--- src/rtl/siso_shift_sequencer_pkg.sv ---
// Shared types and sizing for the serial shift sequencer.
// Pure declarations: no latency, no flow control.
package siso_seq_pkg;

    typedef enum logic [1:0] {
        S_IDLE  = 2'd0,
        S_SHIFT = 2'd1,
        S_GAP   = 2'd2
    } state_t;

    localparam int WIDTH_DEF = 8;
    localparam int GAP_W     = 4;

    function automatic int cnt_w(input int width);
        return (width > 1) ? $clog2(width) : 1;
    endfunction

    localparam int CNT_W = cnt_w(WIDTH_DEF);

endpackage

--- src/rtl/siso_shift_sequencer_if.sv ---
// Word-in / bit-out bundle between producer, sequencer and the serial chain.
// master = producer/downstream side, slave = sequencer.
interface siso_shift_sequencer_if #(
    parameter int WIDTH = 8
) ();
    logic             in_valid;
    logic             in_ready;
    logic [WIDTH-1:0] in_data;
    logic             in_msb_first;
    logic             shift_en;
    logic             sout;
    logic             sout_valid;
    logic             sout_last;
    logic             busy;
    logic             frame_done;

    modport master (
        output in_valid, in_data, in_msb_first, shift_en,
        input  in_ready, sout, sout_valid, sout_last, busy, frame_done
    );

    modport slave (
        input  in_valid, in_data, in_msb_first, shift_en,
        output in_ready, sout, sout_valid, sout_last, busy, frame_done
    );
endinterface

--- src/rtl/siso_shift_sequencer_bit_counter.sv ---
// Wrapping up-counter 0..MAX with synchronous clear (clear wins over increment).
// Count is registered; at_max is combinational from the count.
module siso_bit_counter #(
    parameter int MAX = 7,
    parameter int W   = 3
) (
    input  logic         clk,
    input  logic         rst,
    input  logic         clr,
    input  logic         inc,
    output logic [W-1:0] count,
    output logic         at_max
);

    assign at_max = (count == W'(MAX));

    always_ff @(posedge clk) begin
        if (rst || clr) begin
            count <= '0;
        end else if (inc) begin
            count <= at_max ? '0 : count + 1'b1;
        end
    end

endmodule

--- src/rtl/siso_shift_sequencer.sv ---
// Loads a word on handshake, emits it one bit per shift_en cycle, then idles GAP cycles.
// First bit one cycle after handshake; shift_en=0 freezes the frame; in_ready only in IDLE.
module siso_shift_sequencer
    import siso_seq_pkg::*;
#(
    parameter int WIDTH = 8,
    parameter int GAP   = 2
) (
    input  logic                   clk,
    input  logic                   rst,
    siso_shift_sequencer_if.slave  bus
);

    localparam int BW      = cnt_w(WIDTH);
    localparam int GAP_MAX = (GAP > 0) ? GAP - 1 : 0;

    state_t           state;
    state_t           state_nxt;
    logic [WIDTH-1:0] sreg;
    logic             msb_q;
    logic             done_q;
    logic [BW-1:0]    bit_cnt;
    logic             bit_at_max;
    logic [GAP_W-1:0] gap_cnt;
    logic             gap_at_max;

    logic             ready_c;
    logic             busy_c;
    logic             vld_c;
    logic             last_c;
    logic             hs;
    logic             xfer;
    logic             last_xfer;

    assign hs        = bus.in_valid & ready_c;
    assign xfer      = vld_c;
    assign last_xfer = xfer & bit_at_max;

    siso_bit_counter #(.MAX(WIDTH - 1), .W(BW)) u_bit_cnt (
        .clk    (clk),
        .rst    (rst),
        .clr    (hs),
        .inc    (xfer),
        .count  (bit_cnt),
        .at_max (bit_at_max)
    );

    siso_bit_counter #(.MAX(GAP_MAX), .W(GAP_W)) u_gap_cnt (
        .clk    (clk),
        .rst    (rst),
        .clr    (last_xfer),
        .inc    (state == S_GAP),
        .count  (gap_cnt),
        .at_max (gap_at_max)
    );

    always_ff @(posedge clk) begin
        if (rst) begin
            state <= S_IDLE;
        end else begin
            state <= state_nxt;
        end
    end

    always_comb begin
        state_nxt = state;
        case (state)
            S_IDLE:  if (hs) state_nxt = S_SHIFT;
            S_SHIFT: if (last_xfer) state_nxt = (GAP > 0) ? S_GAP : S_IDLE;
            S_GAP:   if (gap_at_max) state_nxt = S_IDLE;
            default: state_nxt = S_IDLE;
        endcase
    end

    always_comb begin
        ready_c = 1'b0;
        busy_c  = 1'b0;
        vld_c   = 1'b0;
        last_c  = 1'b0;
        case (state)
            S_IDLE:  ready_c = 1'b1;
            S_SHIFT: begin
                busy_c = 1'b1;
                vld_c  = bus.shift_en;
                last_c = bus.shift_en & bit_at_max;
            end
            S_GAP:   busy_c = 1'b1;
            default: ready_c = 1'b0;
        endcase
    end

    // Shifting zeros in leaves the register clear once a frame completes.
    always_ff @(posedge clk) begin
        if (rst) begin
            sreg  <= '0;
            msb_q <= 1'b0;
        end else if (hs) begin
            sreg  <= bus.in_data;
            msb_q <= bus.in_msb_first;
        end else if (xfer) begin
            sreg  <= msb_q ? {sreg[WIDTH-2:0], 1'b0} : {1'b0, sreg[WIDTH-1:1]};
        end
    end

    always_ff @(posedge clk) begin
        if (rst) begin
            done_q <= 1'b0;
        end else begin
            done_q <= last_xfer;
        end
    end

    assign bus.in_ready   = ready_c;
    assign bus.busy       = busy_c;
    assign bus.sout_valid = vld_c;
    assign bus.sout_last  = last_c;
    assign bus.sout       = msb_q ? sreg[WIDTH-1] : sreg[0];
    assign bus.frame_done = done_q;

endmodule

--- src/flat_wrapper.sv ---
// flat-port wrapper written by rule: the top's interface ports become plain ports
module siso_shift_sequencer_flat import siso_seq_pkg::*;
#(
    parameter int WIDTH = 8,
    parameter int GAP   = 2
)
  (clk, rst, bus_in_valid, bus_in_data, bus_in_msb_first, bus_shift_en, bus_in_ready, bus_sout, bus_sout_valid, bus_sout_last, bus_busy, bus_frame_done);
  siso_shift_sequencer_if #(.WIDTH(WIDTH)) bus_i ();
  input  logic clk;
  input  logic rst;
  input wire logic [$bits(bus_i.in_valid)-1:0] bus_in_valid;
  input wire logic [$bits(bus_i.in_data)-1:0] bus_in_data;
  input wire logic [$bits(bus_i.in_msb_first)-1:0] bus_in_msb_first;
  input wire logic [$bits(bus_i.shift_en)-1:0] bus_shift_en;
  output wire logic [$bits(bus_i.in_ready)-1:0] bus_in_ready;
  output wire logic [$bits(bus_i.sout)-1:0] bus_sout;
  output wire logic [$bits(bus_i.sout_valid)-1:0] bus_sout_valid;
  output wire logic [$bits(bus_i.sout_last)-1:0] bus_sout_last;
  output wire logic [$bits(bus_i.busy)-1:0] bus_busy;
  output wire logic [$bits(bus_i.frame_done)-1:0] bus_frame_done;
  assign bus_i.in_valid = bus_in_valid;
  assign bus_i.in_data = bus_in_data;
  assign bus_i.in_msb_first = bus_in_msb_first;
  assign bus_i.shift_en = bus_shift_en;
  assign bus_in_ready = bus_i.in_ready;
  assign bus_sout = bus_i.sout;
  assign bus_sout_valid = bus_i.sout_valid;
  assign bus_sout_last = bus_i.sout_last;
  assign bus_busy = bus_i.busy;
  assign bus_frame_done = bus_i.frame_done;
  siso_shift_sequencer #(.WIDTH(WIDTH), .GAP(GAP)) u_core (.clk(clk), .rst(rst), .bus(bus_i));
endmodule
--- config.mk ---
export PLATFORM = sky130hd
export DESIGN_NAME = siso_shift_sequencer_flat
export DESIGN_NICKNAME = d
export VERILOG_FILES = /design/src/rtl/siso_shift_sequencer_pkg.sv /design/src/rtl/siso_shift_sequencer_if.sv /design/src/rtl/siso_shift_sequencer_bit_counter.sv /design/src/rtl/siso_shift_sequencer.sv /design/src/flat_wrapper.sv
export SDC_FILE = /design/constraint.sdc
export NUM_CORES = 1
export LEC_CHECK = 0
export ABC_AREA = 1
export CORE_MARGIN = 2
export CORE_UTILIZATION = 47
export DETAILED_ROUTE_END_ITERATION = 8
export GPL_TIMING_DRIVEN = 0
export HOLD_SLACK_MARGIN = 0.03
export PLACE_DENSITY = 0.75
export SYNTH_ARGS = -nofsm -noshare
export SYNTH_HDL_FRONTEND = slang
export SYNTH_HIERARCHICAL = 1
export SYNTH_SLANG_ARGS = --single-unit
--- constraint.sdc ---
create_clock -name clk -period 1.2 [get_ports clk]
set_clock_uncertainty 0.05 [all_clocks]
set_input_delay 0.24 -clock clk [delete_from_list [all_inputs] [get_ports clk]]
set_output_delay 0.24 -clock clk [all_outputs]
set_load 0.005 [all_outputs]
After elaboration in Yosys (flattened, before gate mapping)
Index checks and enable logic that the tools add are counted.
Word-level totals
  bits in registers: 19
Cells by class
  $add $sub $neg: 2
  equal/unequal tests: 7
  muxes and demuxes: 14
  bitwise gates (word level): 3
  reductions and logical operators: 6
Operators with widths (count)
  2-to-1 mux 8 bit: 3
  2-to-1 mux 2 bit: 3
  one-hot mux 2 bit (3 select lines): 1
  2-to-1 mux 1 bit: 5
  adder 4 x 1 -> 4 bit (second input constant): 1
  equality test 4 x 1 -> 1 bit (second input constant): 1
  2-to-1 mux 4 bit: 1
  != test 2 bit (second input constant): 2
  adder 3 x 1 -> 3 bit (second input constant): 1
  bitwise AND 1 bit: 3
  equality test 3 bit (second input constant): 1
  2-to-1 mux 3 bit: 1
  AND reduction 3 bit: 1
  equality test 2 x 1 -> 1 bit (second input constant): 1
  equality test 2 bit (second input constant): 1
  zero test 2 bit: 1
  logical OR 1 bit: 2
  != test 2 x 1 -> 1 bit (second input constant): 1
  nonzero test 2 bit: 1
  OR reduction 2 bit: 1

Logic depth before layout (Yosys ltp)
  depth after elaboration: 5
  gate-level depth with buffers: 9

Hierarchy
Netlist, hierarchy kept.
Modules (own cells, without submodules)
  siso_shift_sequencer: times used 1, cells each 121, area an instance 800.8 µm², sequential area each 240.2 µm²
  siso_bit_counter (u_core.u_gap_cnt): times used 1, cells each 27, area an instance 182.7 µm², sequential area each 80.1 µm²
  siso_bit_counter (u_core.u_bit_cnt): times used 1, cells each 21, area an instance 153.9 µm², sequential area each 60.1 µm²

Least setup slack after synthesis
Ideal clock, no wire load.
  path type: register to register
  from: register u_core.state[0]
  to: register u_core.sreg[0]
  library setup time: 0.116 ns
  arrival: 1.152 ns
  required time: 1.034 ns
  path slack: -0.119 ns
  cell stages (with the launch flop): 8
  path buffers: 1
  period minus slack after synthesis: 1.319 ns
  cells stage by stage: dfxtp_1 > inv_1 > ha_1 > nand2_2 > buf_6 > or2_0 > nand2_1 > a21oi_1
Between the ends
  longest elaborated chain between the ends: 4
Ends and longest elaborated chain
  start, declared: line siso_shift_sequencer.sv:17  | state_t state;
  start signal, assigned: line siso_shift_sequencer.sv:61  | state <= state_nxt;
  zero test 2 bit *: line siso_shift_sequencer.sv:80  | case (state)
  2-to-1 mux 1 bit *: line siso_shift_sequencer.sv:80
  via bus_in_ready: line flat_wrapper.sv:15  | output wire logic [$bits(bus_i.in_ready)-1:0] bus_in_ready;
  bitwise AND 1 bit *: line siso_shift_sequencer.sv:35  | assign hs = bus.in_valid & ready_c;
  2-to-1 mux 8 bit or nonzero test 2 bit (tied branches)
  end signal, assigned: line siso_shift_sequencer.sv:98  | sreg <= bus.in_data;
  end signal, assigned: line siso_shift_sequencer.sv:101  | sreg <= msb_q ? {sreg[WIDTH-2:0], 1'b0} : {1'b0, sreg[WIDTH-1:1]};
  end, declared: line siso_shift_sequencer.sv:19  | logic [WIDTH-1:0] sreg;
The timed path passes the listed nets; every way through them passes the cells marked *.
A chain may end at the register's enable or synchronous reset.

Worst setup path after layout
  from: register u_core.state[0]
  to: output bus_sout_last
Between the ends
  longest elaborated chain between the ends: 2
Ends and longest elaborated chain
  equality test 2 x 1 -> 1 bit: line siso_shift_sequencer.sv:80
  2-to-1 mux 1 bit: line siso_shift_sequencer.sv:80
  end, declared: line flat_wrapper.sv:18  | output wire logic [$bits(bus_i.sout_last)-1:0] bus_sout_last;
No other way between the ends.

==> results.sh <==
export IMPL_arrival_ns=1.26
export IMPL_portBuffers=18
export IMPL_holdWs_ns=0.432
export IMPL_synth_area_leaders="dfxtp_1, nand2_1, inv_1"
export IMPL_layout_commonest_cell="nand2_1"
export IMPL_status="finished, violations left"
export IMPL_viasPerCell=5.25
export IMPL_finalCritPeriodShare=1.29
export IMPL_design_core_area_mm2=0.00225
export IMPL_switching_share=0.439
export IMPL_die_x_um=53.2
export IMPL_total_power_mw=4.14
export IMPL_path_clk_slew_ns=0.11
export IMPL_firstDrtPassIters=4
export IMPL_hold_depth=3
export IMPL_drive_above_1_share=0.500
export IMPL_start_kind="flop"
export IMPL_hp_class="primary input to flop"
export IMPL_die_y_um=53.2
export IMPL_clockRootBuffer="clkbuf_4"
export IMPL_placed_area_mm2=0.00140
export IMPL_final_area_mm2=0.00193
export IMPL_endpoint_kind="primary output"
export IMPL_initialDrtViolationCount=39
export IMPL_combPwrFrac=0.682
export IMPL_reg2reg_slack_ns=-0.34
export IMPL_layout_nets=237
export IMPL_cts_sinks=19
export IMPL_setup_violations=23
export IMPL_syn_area_mm2=0.00114
export IMPL_grt_setup_unrepaired="true"
export IMPL_synth_top_area_cell="dfxtp_1"
export IMPL_violations="negative setup slack"
export IMPL_antenna_cells=0
export IMPL_postCtsHoldBufs=0
export IMPL_start_util=0.504
export IMPL_clockPowerShare=0.081
export IMPL_grt_overflow=0
export IMPL_cts_tree="built"
export IMPL_critical_path_required_ns=0.91
export IMPL_rr_endpoint="u_core/sreg[7]"
export IMPL_tightest_slew_ns=0.374
export IMPL_ys_warn_count=6
export IMPL_seqPwrFrac=0.238
export IMPL_grt_pass1_wl_mm=4.81
export IMPL_post_drt_wl_per_cell_um=15.4
export IMPL_clk_insertion_delay_late_ns=0.30
export IMPL_io_pins=19
export IMPL_drtAntennaViolNets=0
export IMPL_maxSlewViolCount=0
export IMPL_synth_top_cell_area_share=0.334
export IMPL_intPower_mw=2.32
export IMPL_ir_worst_vdd_uv=1510
export IMPL_antenna_found_initial=0
export IMPL_whs_endpoint="u_core/msb_q"
export IMPL_fillCellCount=117
export IMPL_layout_common_cells="nand2_1, inv_1, buf_4"
export IMPL_cts_buffers=3
export IMPL_clock_fmax_ghz=0.646
export IMPL_cts_path_max_buffers=2
export IMPL_synth_cell_types=21
export IMPL_r2r_start="u_core/state[0]"
export IMPL_grt_use_total=0.234
export IMPL_setup_slack_ns=-0.349
export IMPL_min_delay_start="bus_in_msb_first"
export IMPL_htreeDepth=1
export IMPL_vias=1281
export IMPL_rows=17
export IMPL_p_leak_nw=0.842
export IMPL_power_density_mw_per_mm2=2150
export IMPL_drc=0
export IMPL_cp_max_fo=4
export IMPL_ys_seq_area_frac=0.334
export IMPL_finalHoldViolations=0
export IMPL_finalCriticalPeriod_ns=1.55
export IMPL_synth_nets=189
export IMPL_ys_ff_latch=19
export IMPL_hpwl_mm=1.82
export IMPL_cap_violations=0
export IMPL_r2r_cells=11
export IMPL_grt_max_degree=11
export IMPL_area_growth_pct=69.3
export IMPL_grt_pass1_vias=1156
export IMPL_relSlewSlack=0.750
export IMPL_p_sw_mw=1.82
export IMPL_syn_inst=169
export IMPL_dieArea_mm2=0.00283
export IMPL_dpl_worst_slack_ns=-0.600
export IMPL_avgSynthCellArea_um2=6.73
export IMPL_place_gp_congestion=0.820
export IMPL_path_class="flop to primary output"
export IMPL_finalWirelength_mm=3.75
==> flip-flops by register name, summed over array words and instances, names as in the netlist <==
| register | cells |
|---|---|
| u_core/u_bit_cnt/count | 3 |
| u_core/bus.frame_done | 1 |
| u_core/sreg | 8 |
| u_core/state | 2 |
| u_core/msb_q | 1 |
| u_core/u_gap_cnt/count | 4 |
==> power groups by stage <==
stage | registers (mW) | logic, mW | clock network (mW)
after global routing | 0.995 | 3.01 | 0.371
after CTS | 0.939 | 2.11 | 0.351
after floorplan | 0.900 | 1.14 | 0
final | 0.984 | 2.82 | 0.335
after global placement | 0.921 | 1.46 | 0
after detailed placement | 0.929 | 1.52 | 0
==> Yosys cell counts, drive strengths merged <==
library cell / instances
nor3: 1
inv: 30
nor2: 21
ha: 7
nand4: 2
or2: 4
dfxtp: 19
nand2: 51
buf: 3
nand3: 5
o21ai: 15
a21oi: 11
==> repair_timing <==
item / 4_1_cts / 5_1_grt
resized for setup: 54 / 47
pin swaps: 10 / 23
buffers inserted: 15 / 11
cloned: 1 / 1
hold endpoints to repair: 0 / 0
endpoints found under the setup margin: 23 / 23
==> how the worst max path moves through the flow <==
stage                          from             end  cells past startpoint  slack (ns)
floorplan           u_core/state[0]  u_core/sreg[0]                      7      -0.007
detailed placement     bus_shift_en  bus_sout_valid                      4       -0.60
finish              u_core/state[0]   bus_sout_last                      5       -0.35
global route        u_core/state[0]   bus_sout_last                      5       -0.38
CTS                 u_core/state[0]   bus_sout_last                      5       -0.29
global placement       bus_shift_en  bus_sout_valid                      4       -0.60
==> through the flow <==
step	utilization	setup TNS (ns)	instances
2_1_floorplan	-	-0.00944	169
3_3_place_gp	0.622	-6.19	215
3_5_place_dp	0.622	-6.69	215
4_1_cts	0.739	-3.98	234
5_1_grt	0.854	-6.40	244
6_report	0.854	-5.34	244
==> area by class of cell <==
| class | count | area, um^2 | share of cell area |
|---|---|---|---|
| plain buffers | 2 | 26.3 | 0.0136 |
| multi-input cells | 117 | 876 | 0.455 |
| repair inverters | 1 | 16.3 | 0.00845 |
| repair buffers | 43 | 412 | 0.214 |
| clock buffers | 4 | 26.3 | 0.0136 |
| well taps | 28 | 35.0 | 0.0182 |
| flip-flops and latches | 19 | 395 | 0.205 |
| inverters | 30 | 139 | 0.0721 |
==> critical path, stage by stage, from the launching register on <==
cell and delay, ns:
dfxtp_4 0.38, buf_6 0.10, ha_4 0.16, nand2_8 0.07
nor2_2 0.11, buf_2 0.13
==> cells by family after synthesis <==
family	count (synthesis)	share of synthesized area
AND/OR/NAND/NOR	84	0.326
buffers and inverters	33	0.129
AO/OA/AOI/OAI	26	0.134
flip-flops	19	0.334
adder cells (fa/ha/maj)	7	0.0770
==> layer usage <==
layer / part of all wire / track usage
met1: 0.41 / 0.265
met2: 0.52 / 0.433
met3: 0.050 / 0.0311
met4: 0.021 / 0.0983
met5: 0 / 0
Note: power is estimated with default switching activity, not from simulation.
